<file path="src/rtl/alu_arbiter_if.sv">
// alu_arbiter_if: requester handshakes, shared result and ALU drive/return signals
interface alu_arbiter_if #(
  parameter int WIDTH = 16,
  parameter int OP_WIDTH = 3
);
  logic                Req0, Req1;
  logic [OP_WIDTH-1:0] Op0, Op1;
  logic [WIDTH-1:0]    A0, B0, A1, B1;
  logic                Ack0, Ack1;
  logic [WIDTH-1:0]    ResultOut;
  logic                ZeroOut;
  logic                Busy;
  logic [WIDTH-1:0]    ALUIn1, ALUIn2;
  logic [OP_WIDTH-1:0] ALUOpOut;
  logic [WIDTH-1:0]    ALUResult;
  logic                ALUZero;
  modport slave (
    input  Req0, Op0, A0, B0, Req1, Op1, A1, B1, ALUResult, ALUZero,
    output Ack0, Ack1, ResultOut, ZeroOut, Busy, ALUIn1, ALUIn2, ALUOpOut
  );
  modport master (
    output Req0, Op0, A0, B0, Req1, Op1, A1, B1, ALUResult, ALUZero,
    input  Ack0, Ack1, ResultOut, ZeroOut, Busy, ALUIn1, ALUIn2, ALUOpOut
  );
endinterface

</file>
<file path="src/rtl/alu_arbiter.sv">
// alu_arbiter: round-robin sharing of one clocked ALU between two requesters
module alu_arbiter #(
  parameter int WIDTH = 16,
  parameter int OP_WIDTH = 3,
  parameter int ALU_LATENCY = 1
) (
  input logic CLK,
  input logic Reset,
  alu_arbiter_if.slave bus
);
  localparam int CW = $clog2(ALU_LATENCY + 1);
  typedef enum logic [1:0] {IDLE, EXEC, DONE} state_t;
  state_t              state, state_nx;
  logic [OP_WIDTH-1:0] op_r;
  logic [WIDTH-1:0]    a_r, b_r;
  logic [CW-1:0]       cnt;
  logic                win, ptr, grant1;
  assign grant1 = bus.Req1 & (~bus.Req0 | ~ptr);
  // next state, acks and ALU drive; ALU sees zeros while idle
  always_comb begin
    state_nx = state == IDLE ? ((bus.Req0 | bus.Req1) ? EXEC : IDLE)
             : state == EXEC ? (cnt == '0 ? DONE : EXEC) : IDLE;
    bus.Ack0 = state == DONE && !win;
    bus.Ack1 = state == DONE && win;
    bus.Busy = state != IDLE;
    bus.ALUIn1 = state == IDLE ? '0 : a_r;
    bus.ALUIn2 = state == IDLE ? '0 : b_r;
    bus.ALUOpOut = state == IDLE ? '0 : op_r;
  end
  // state register
  always_ff @(posedge CLK) begin
    if (!Reset) state <= IDLE;
    else state <= state_nx;
  end
  // operand latch, latency countdown, result capture and round-robin pointer
  always_ff @(posedge CLK) begin
    if (!Reset) begin
      op_r <= '0;
      a_r <= '0;
      b_r <= '0;
      cnt <= '0;
      win <= 1'b0;
      ptr <= 1'b1;
      bus.ResultOut <= '0;
      bus.ZeroOut <= 1'b0;
    end else if (state == IDLE && (bus.Req0 | bus.Req1)) begin
      win <= grant1;
      op_r <= grant1 ? bus.Op1 : bus.Op0;
      a_r <= grant1 ? bus.A1 : bus.A0;
      b_r <= grant1 ? bus.B1 : bus.B0;
      cnt <= CW'(ALU_LATENCY);
    end else if (state == EXEC) begin
      if (cnt == '0) begin
        bus.ResultOut <= bus.ALUResult;
        bus.ZeroOut <= bus.ALUZero;
      end else begin
        cnt <= cnt - 1'b1;
      end
    end else if (state == DONE) begin
      ptr <= win;
    end
  end
endmodule

</file>
<file path="src/flat_wrapper.sv">
// flat-port wrapper written by rule: the top's interface ports become plain ports
module alu_arbiter_flat 
#(
  parameter int WIDTH = 16,
  parameter int OP_WIDTH = 3,
  parameter int ALU_LATENCY = 1
)
  (CLK, Reset, bus_Req0, bus_Op0, bus_A0, bus_B0, bus_Req1, bus_Op1, bus_A1, bus_B1, bus_ALUResult, bus_ALUZero, bus_Ack0, bus_Ack1, bus_ResultOut, bus_ZeroOut, bus_Busy, bus_ALUIn1, bus_ALUIn2, bus_ALUOpOut);
  alu_arbiter_if #(.WIDTH(WIDTH), .OP_WIDTH(OP_WIDTH)) bus_i ();
  input logic CLK;
  input logic Reset;
  input wire logic [$bits(bus_i.Req0)-1:0] bus_Req0;
  input wire logic [$bits(bus_i.Op0)-1:0] bus_Op0;
  input wire logic [$bits(bus_i.A0)-1:0] bus_A0;
  input wire logic [$bits(bus_i.B0)-1:0] bus_B0;
  input wire logic [$bits(bus_i.Req1)-1:0] bus_Req1;
  input wire logic [$bits(bus_i.Op1)-1:0] bus_Op1;
  input wire logic [$bits(bus_i.A1)-1:0] bus_A1;
  input wire logic [$bits(bus_i.B1)-1:0] bus_B1;
  input wire logic [$bits(bus_i.ALUResult)-1:0] bus_ALUResult;
  input wire logic [$bits(bus_i.ALUZero)-1:0] bus_ALUZero;
  output wire logic [$bits(bus_i.Ack0)-1:0] bus_Ack0;
  output wire logic [$bits(bus_i.Ack1)-1:0] bus_Ack1;
  output wire logic [$bits(bus_i.ResultOut)-1:0] bus_ResultOut;
  output wire logic [$bits(bus_i.ZeroOut)-1:0] bus_ZeroOut;
  output wire logic [$bits(bus_i.Busy)-1:0] bus_Busy;
  output wire logic [$bits(bus_i.ALUIn1)-1:0] bus_ALUIn1;
  output wire logic [$bits(bus_i.ALUIn2)-1:0] bus_ALUIn2;
  output wire logic [$bits(bus_i.ALUOpOut)-1:0] bus_ALUOpOut;
  assign bus_i.Req0 = bus_Req0;
  assign bus_i.Op0 = bus_Op0;
  assign bus_i.A0 = bus_A0;
  assign bus_i.B0 = bus_B0;
  assign bus_i.Req1 = bus_Req1;
  assign bus_i.Op1 = bus_Op1;
  assign bus_i.A1 = bus_A1;
  assign bus_i.B1 = bus_B1;
  assign bus_i.ALUResult = bus_ALUResult;
  assign bus_i.ALUZero = bus_ALUZero;
  assign bus_Ack0 = bus_i.Ack0;
  assign bus_Ack1 = bus_i.Ack1;
  assign bus_ResultOut = bus_i.ResultOut;
  assign bus_ZeroOut = bus_i.ZeroOut;
  assign bus_Busy = bus_i.Busy;
  assign bus_ALUIn1 = bus_i.ALUIn1;
  assign bus_ALUIn2 = bus_i.ALUIn2;
  assign bus_ALUOpOut = bus_i.ALUOpOut;
  alu_arbiter #(.WIDTH(WIDTH), .OP_WIDTH(OP_WIDTH), .ALU_LATENCY(ALU_LATENCY)) u_core (.CLK(CLK), .Reset(Reset), .bus(bus_i));
endmodule
</file>
<file path="config.mk">
export PLATFORM = sky130hd
export DESIGN_NAME = alu_arbiter_flat
export DESIGN_NICKNAME = d
export VERILOG_FILES = /design/src/rtl/alu_arbiter_if.sv /design/src/rtl/alu_arbiter.sv /design/src/flat_wrapper.sv
export SDC_FILE = /design/constraint.sdc
export NUM_CORES = 1
export LEC_CHECK = 0
export CAP_MARGIN = 15
export CORE_UTILIZATION = 43
export CTS_CLUSTER_DIAMETER = 150
export DETAILED_ROUTE_END_ITERATION = 6
export PLACE_DENSITY = 0.86
export SLEW_MARGIN = 5
export SYNTH_ARGS = -nofsm -noshare
export SYNTH_HDL_FRONTEND = slang
export SYNTH_SLANG_ARGS = --single-unit
</file>
<file path="constraint.sdc">
create_clock -name CLK -period 3.15 [get_ports CLK]
set_input_delay 0.4725 -clock CLK [delete_from_list [all_inputs] [get_ports CLK]]
set_output_delay 0.4725 -clock CLK [all_outputs]
set_load 0.03 [all_outputs]
</file>
* Yosys cells after proc, flatten, opt, wreduce, memory -nomap -nowiden
Index checks and enable logic that the tools add are counted.
Widths: inputs -> output; s select.
** Word-level totals
- Register bits after elaboration :: 57
- Logic and storage cells :: 42
- Output and inout port bits :: 55
** Cells by class
- Multiplexer cells :: 13
- $add $sub $neg :: 1
- Reductions and logical operators :: 9
- Equal/unequal tests :: 2
- Bitwise logic cells :: 8
** Operator list (number)
- $mux 16 :: 4
- $mux 2 :: 3
- $mux 3 :: 2
- $reduce_and 3->1 :: 2
- $not 1->1 :: 5
- $mux 1 :: 4
- $reduce_bool 2->1 :: 2
- $logic_and 1x1->1 :: 3
- $eq 2x1->1 const B :: 1
- $eq 2x2->1 const B :: 1
- $logic_not 2->1 :: 1
- $or 1x1->1 :: 2
- $and 1x1->1 :: 1
- $logic_not 1->1 :: 1
- $sub 1x1->1 const B :: 1

* Depth between registers and ports, before layout
Gate-level depths: netlist of run 1.
- Depth after elaboration :: 4
- Gate-level depth with buffers :: 5
- Depth with buffers taken out :: 4

* Least setup slack after synthesis of run 1
Ideal clock, no wire load.
- Path type :: reg2out
- Start :: reg u_core.state[1]
- End :: out bus_ALUIn1[0]
- Arrival :: 1317 ps
- Stages on the path, launching flop included :: 6
- Path slack :: 1360 ps
- Buffers on the path :: 2
- Required time :: 2677 ps
- Cell sequence :: dfxtp_1 nor2_2 inv_1 buf_2 buf_2 and2_1
** Between the ends
- Longest elaborated chain between the ends :: 2
** RTL lines
- start, declared :: line alu_arbiter.sv:13 : state_t state, state_nx;
- start signal, assigned :: line alu_arbiter.sv:33 : else state <= state_nx;
- $logic_not 2->1 :: line alu_arbiter.sv:26 : bus.ALUIn1 = state == IDLE ? '0 : a_r;
- $mux 16 :: line alu_arbiter.sv:26
- end, declared :: line flat_wrapper.sv:27 : output wire logic [$bits(bus_i.ALUIn1)-1:0] bus_ALUIn1;
No other way between the ends.

* Worst setup path after layout of run 1
- Start :: reg u_core.state[1]
- End :: out bus_ALUIn2[0]
** Between the ends
- Longest elaborated chain between the ends :: 2
** RTL lines
- $logic_not 2->1 :: line alu_arbiter.sv:27 : bus.ALUIn2 = state == IDLE ? '0 : b_r;
- $mux 16 :: line alu_arbiter.sv:27
- end, declared :: line flat_wrapper.sv:28 : output wire logic [$bits(bus_i.ALUIn2)-1:0] bus_ALUIn2;
No other way between the ends.

==> results_dict.tcl, run 1 <==
set metrics [dict create \
    result_of_the_run "completed" \
    num_antenna_cells 0 \
    hold_path_class "register to register" \
    postSynthRegisterBits 57 \
    synth.top_cell.area_share 0.405 \
    fin_skew_ps 4.72 \
    io-pin-count 146 \
    synth-compound-area-share 0.259 \
    seq_total_area_yosys 0.405 \
    postSynthNetCount 429 \
    worst_pin_slew_ps 660 \
    drt-wirelength-per-cell_um 14.3 \
    critPathArrivalTime_ps 2260 \
    row_count 29 \
    criticalPathCategory "register to output port" \
    drt_iter0_drc 108 \
    cts-hold-fix-buffers 0 \
    count_of_flip_flops_with_a_built_in_enable_after_synthesis 0 \
    place_hpwl_mm 5.56 \
    htree_levels 3 \
    report.final.slew_viol_count 0 \
    ctsLongestPathBuffers 2 \
    timing.setup.tns_ps 0 \
    drt_wl_total_mm 7.86 \
    syn_to_final_growth_pct 55.5 \
    yosys.area.top_type "dfxtp_1" \
    leakagePower_nw 1.64 \
    timing.final.hold_violations 0 \
    final_min_period_over_clock_period 0.868 \
    dieArea_um2 6890 \
    postCtsSetupBuffers 0 \
    crit-reg2reg-capture "u_core.b_r[3]" \
    buffer_type_at_the_clock_tree_root "clkbuf_8" \
    ir_worst_vdd_uv 342 \
    power_density_nw_per_um2 486 \
    hold_endpoint "u_core.bus.ResultOut[6]" \
    grt_pass1_wl_mm 13.0 \
    cts_tree "built" \
    syn_area_per_cell_um2 8.34 \
    fin_cells 551 \
    hold-path-cell-count 2 \
    cp_slowest_cell "clkdlybuf4s50_1" \
    crit_required_ps 2680 \
    final_nets 562 \
    timing.critical_path.from_type "register" \
    timing.reg2reg.setup_slack_ps 1140 \
    sequential_cell_area_um2 1140 \
    dp_cells 537 \
    unique_masters_post_synth 25 \
    grt_setup_unrepaired "no" \
    synthesis.yosys.warnings 0 \
    cpPeakStageDelay_ps 670 \
    pin_count_of_the_biggest_net_entering_global_routing 38 \
    max-slew-margin-rel 0.560 \
    worstPathBufferInverterCount 3 \
    ys.flop_type "dfxtp_1" \
    maxCapViolations 0 \
    grt_antenna_before_repair 0 \
    gp_routability_congestion 0.753 \
    die_w_um 83.0 \
    tritoncts.num_buffers 9 \
    synthesis.area_um2 2820 \
    worstRegToRegCells 6 \
    nFillCells 513 \
    synth.most_common_cell "nand2_1" \
    report.final.setup_viol 0 \
    timing.critical_path.cells "nor2_4 -> inv_1 -> buf_12 -> and2_1 -> clkdlybuf4s50_1" \
    final_antenna_net_count 0 \
    worstHoldStart "u_core.bus.ResultOut[6]" \
    main_combinational_cell_family_by_area_after_synthesis "compound AO/OA/AOI/OAI gates" \
    floorplan.die.height_um 83.0 \
    multi_input_area_um2 1430 \
    grt_usage 0.233 \
    post_cts_resize_count 0 \
    route.vias.total 2844 \
    critPathTopFamily "buffers and inverters" \
    post_synth_and_or_nand_nor_area_fraction 0.248 \
    worst_skew_pair_later_pin_latency_ps 320 \
    synth.mux.area_fraction 0 \
    clk_slew_on_worst_s_h_paths_ps 60 \
    area_of_the_core_region_um2 6350 \
    arithmetic_cell_share_of_the_synthesized_area_counting_full_adders_half_adders_and_majority_gates 0 \
    synth_area_leaders "dfxtp_1 (40%), nand2_1 (14%), a21oi_1 (9.8%)" \
    grt_remaining_overflow 0 \
    placement.io_buffers 145 \
    setup.worst_path.end_class "output port" \
    post_synth_xor_area_fraction 0 \
    count_of_clock_tree_sinks 57 \
    netlist_top_cells_count "nand2_1 (106), dfxtp_1 (57), a21oi_1 (55)" \
    finalCriticalPeriod_ps 2730 \
    timing.fmax_ghz 0.366 \
    grt_pass1_vias 2794 \
    post_drt_via_cell_ratio 5.16 \
    drt-pass1-iter-count 4 \
    syn-instance-count 338 \
    critical_path_peak_fanout 23 \
    timing.rr.start "u_core.state[1]" \
    share_of_post_route_cells_with_drive_strength_above_1 0.0928 \
    drc_errors 0 \
    initial_core_util 0.444 \
    ys_async_sr_fraction 0 \
]
==> worst min-delay path, stage by stage, from the launching register on <==
cell	delay [ps]
dfxtp_1	310
nand2_1	50
a21oi_1	50
==> cells in the final DEF, fill, tap and decap left out, drive strengths merged, types with 2 or more instances in the layout <==
cell and instances:
buf 9, nor2 5, a21oi 55, o21ai 2, nand2 106, clkbuf 10
clkdlybuf4s50 144, a311oi 35, inv 3, and2 35, dfxtp 57, clkinv 3
==> layout make-up <==
type	instances	share of cell area
clock buffers	10	0.0314
clock inverters	4	0.0103
inverters	3	0.00257
multi-input cells	247	0.327
flip-flops and latches	57	0.260
well taps	77	0.0220
repair buffers	153	0.347
==> cells by family after synthesis <==
logic type | count (synthesis)
compound gates | 95
buf+inv | 34
flops | 57
simple gates | 152
==> state kept, by name, indices dropped and copies added, names as in the netlist <==
register / cells
u_core.ptr: 1
u_core.bus.ZeroOut: 1
u_core.state: 2
u_core.cnt: 1
u_core.op_r: 3
u_core.win: 1
u_core.a_r: 16
u_core.bus.ResultOut: 16
u_core.b_r: 16
==> layer usage <==
layer	track usage	share of wire	vias to the layer above
li1	-	-	1425
met3	0.0606	0.074	6
met1	0.283	0.43	1299
met5	0	0	-
met4	0.0674	0.0095	0
met2	0.405	0.48	114
==> worst max-delay path by stage <==
stage	start	cells after the start	endpoint	slack (ps)
finish	u_core.state[1]	5	bus_ALUIn2[0]	420
global route	u_core.state[1]	5	bus_ALUIn1[11]	300
CTS	u_core.state[1]	5	bus_ALUIn2[2]	400
detailed placement	u_core.state[1]	5	bus_ALUIn2[2]	760
global placement	u_core.state[1]	5	bus_ALUIn2[0]	840
floorplan	u_core.state[1]	5	bus_ALUIn1[0]	1360
==> power breakdown <==
group	internal (mW)	switching [mW]	leakage (nW)	total, mW
logic	0.303	0.339	1.07	0.643
clock network	0.374	0.274	0.0978	0.648
registers	0.799	0.0438	0.471	0.843
total	1.48	0.657	1.64	2.13
==> per-stage QoR <==
| step | area [µm²] | power, mW | hold WS (ps) | utilization | setup slack, ps |
|---|---|---|---|---|---|
| after floorplan | 2820 | 1.25 | 463 | - | 1360 |
| after global placement | 4200 | 1.48 | 441 | 0.662 | 842 |
| after detailed placement | 4200 | 1.50 | 446 | 0.662 | 763 |
| after CTS | 4390 | 2.15 | 455 | 0.691 | 395 |
| after global routing | 4390 | 2.24 | 477 | 0.691 | 304 |
| final | 4390 | 2.13 | 452 | 0.691 | 415 |
No activity file was read; power rests on OpenSTA's default activity.
==> run 2, diff against run 1 <==
--- a/config.mk
+++ b/config.mk
@@ -10,7 +10,7 @@
 export CTS_CLUSTER_DIAMETER = 150
 export DETAILED_ROUTE_END_ITERATION = 6
 export PLACE_DENSITY = 0.86
-export SLEW_MARGIN = 5
+export SLEW_MARGIN = 0
 export SYNTH_ARGS = -nofsm -noshare
 export SYNTH_HDL_FRONTEND = slang
 export SYNTH_SLANG_ARGS = --single-unit
==> results of run 2 <==
No change in the layout: final DEF, timing and power equal those of run 1.
==> run 3, diff against run 2 <==
--- a/config.mk
+++ b/config.mk
@@ -5,11 +5,13 @@
 export SDC_FILE = /design/constraint.sdc
 export NUM_CORES = 1
 export LEC_CHECK = 0
+export ABC_CLOCK_PERIOD_IN_PS = 3150
 export CAP_MARGIN = 15
 export CORE_UTILIZATION = 43
 export CTS_CLUSTER_DIAMETER = 150
 export DETAILED_ROUTE_END_ITERATION = 6
 export PLACE_DENSITY = 0.86
+export RECOVER_POWER = 25
 export SLEW_MARGIN = 0
 export SYNTH_ARGS = -nofsm -noshare
 export SYNTH_HDL_FRONTEND = slang
==> run 3 against run 2 <==
Compared with the run above:
- the flow now finishes with violations (capacitance limit, slew limit)
- fmax up 1.3%
- via count up 0.60%
- routed wire length up 0.32%
- largest cell class unchanged
- largest power group unchanged
- highest routed layer unchanged
==> results_dict.tcl, run 3 (synthesis results as in run 1) <==
set metrics [dict create \
    result_of_the_run "finished, violations left" \
    failed_checks "capacitance limit, slew limit" \
    totalPowerFinal_mw 2.13 \
    critPathArrivalTime_ps 2230 \
    area_of_the_core_region_um2 6350 \
    final_antenna_net_count 0 \
    critical_path_peak_fanout 23 \
    route.vias.total 2861 \
    timing.setup.tns_ps 0 \
    placement.io_buffers 145 \
    finalCriticalPeriod_ps 2700 \
    drt_wl_total_mm 7.88 \
    grt_antenna_before_repair 0 \
    worst_hold_slack_ps 450 \
    finalCoreUtilization 0.688 \
    ctsLongestPathBuffers 2 \
    power_density_nw_per_um2 487 \
    grt_pass1_wl_mm 13.0 \
    report.final.slew_viol_count 18 \
    worst_skew_pair_later_pin_latency_ps 320 \
    criticalPathCategory "register to output port" \
    pin_count_of_the_biggest_net_entering_global_routing 38 \
    grt_remaining_overflow 0 \
    worst_pin_slew_ps 1840 \
    worstHoldStart "u_core.bus.ResultOut[6]" \
    hold_path_class "register to register" \
    drt-wirelength-per-cell_um 14.3 \
    worstRegToRegCells 3 \
    grt_usage 0.233 \
    final_nets 562 \
    floorplan.die.height_um 83.0 \
    maxCapViolations 1 \
    crit_required_ps 2680 \
    finish.instance_area_um2 4370 \
    drt-pass1-iter-count 4 \
    hold_endpoint "u_core.bus.ResultOut[6]" \
    buffer_type_at_the_clock_tree_root "clkbuf_8" \
    place_hpwl_mm 5.56 \
    post_drt_via_cell_ratio 5.19 \
    initial_core_util 0.444 \
    leakagePower_nw 1.66 \
    count_of_clock_tree_sinks 57 \
    clk_slew_on_worst_s_h_paths_ps 60 \
    timing.critical_path.from_type "register" \
    gp_routability_congestion 0.753 \
    dieArea_um2 6890 \
    layout_top_registers "u_core.a_r (16), u_core.b_r (16), u_core.bus.ResultOut (16)" \
    grt_pass1_vias 2794 \
    max-slew-margin-rel -0.227 \
    cts_tree "built" \
    post_cts_resize_count 0 \
    die_w_um 83.0 \
    setup.worst_path.end_class "output port" \
    nFillCells 516 \
    tritoncts.num_buffers 9 \
    fin_skew_ps 5.70 \
    postCtsSetupBuffers 0 \
    syn_to_final_growth_pct 54.8 \
    timing.reg2reg.setup_slack_ps 850 \
    layout_commonest_cell "clkdlybuf4s50_1" \
    cts-hold-fix-buffers 0 \
    share_of_post_route_cells_with_drive_strength_above_1 0.0844 \
    crit-reg2reg-capture "u_core.bus.ResultOut[9]" \
    final_min_period_over_clock_period 0.857 \
    grt_setup_unrepaired "no" \
    row_count 29 \
    ir_worst_vdd_uv 342 \
    num_antenna_cells 0 \
    io-pin-count 146 \
    timing.fmax_ghz 0.370 \
    timing.rr.start "u_core.state[0]" \
    timing.final.hold_violations 0 \
    post_dp_cell_area_um2 4200 \
    drt_iter0_drc 103 \
    htree_levels 3 \
    drc_errors 0 \
    final_cell_mix "clkdlybuf4s50_1 (134), nand2_1 (106), dfxtp_1 (57)" \
    report.final.setup_viol 0 \
    hold-path-cell-count 2 \
]
run 3: power by group:
| part | internal (mW) | switching [mW] |
|---|---|---|
| logic | 0.298 | 0.339 |
| registers | 0.800 | 0.0424 |
| clock network | 0.374 | 0.273 |
| total | 1.47 | 0.654 |
run 3: per-layer routing:
metal | wire [µm] | vias to the layer above | GRT usage
li1 | - | 1426 | -
met1 | 3410 | 1319 | 0.283
met2 | 3830 | 110 | 0.405
met3 | 569 | 6 | 0.0606
met4 | 73 | 0 | 0.0674
met5 | 0 | - | 0
run 3: worst max-delay path by stage:
| stage | from | end | slack [ps] |
|---|---|---|---|
| floorplan | u_core.state[1] | bus_ALUIn1[0] | 1360 |
| global placement | u_core.state[1] | bus_ALUIn2[0] | 840 |
| detailed placement | u_core.state[1] | bus_ALUIn2[2] | 760 |
| CTS | u_core.state[1] | bus_ALUIn2[2] | 400 |
| global route | u_core.state[1] | bus_ALUIn1[11] | 350 |
| finish | u_core.state[1] | bus_ALUIn2[0] | 450 |
run 3: through the flow:
step           cells  setup slack [ps]
6_report         551               450
3_3_place_gp     537               842
2_1_floorplan    338              1360
3_5_place_dp     537               763
5_1_grt          551               349
4_1_cts          551               395
run 3: critical path, stage by stage (launching register included):
cell             delay [ps]
dfxtp_1                 460
nor2_4                   50
inv_1                   350
buf_12                  220
and2_1                  150
clkdlybuf4s50_1         670
run 3: final cells by class:
| cell class | count | area, µm² | share of cell area |
|---|---|---|---|
| clock buffer | 10 | 138 | 0.0315 |
| clock inverter | 4 | 45.0 | 0.0103 |
| inverter | 3 | 11.3 | 0.00258 |
| multi-input combinational | 247 | 1420 | 0.326 |
| sequential | 57 | 1140 | 0.261 |
| tap | 77 | 96.3 | 0.0221 |
| timing repair buffer | 153 | 1510 | 0.347 |
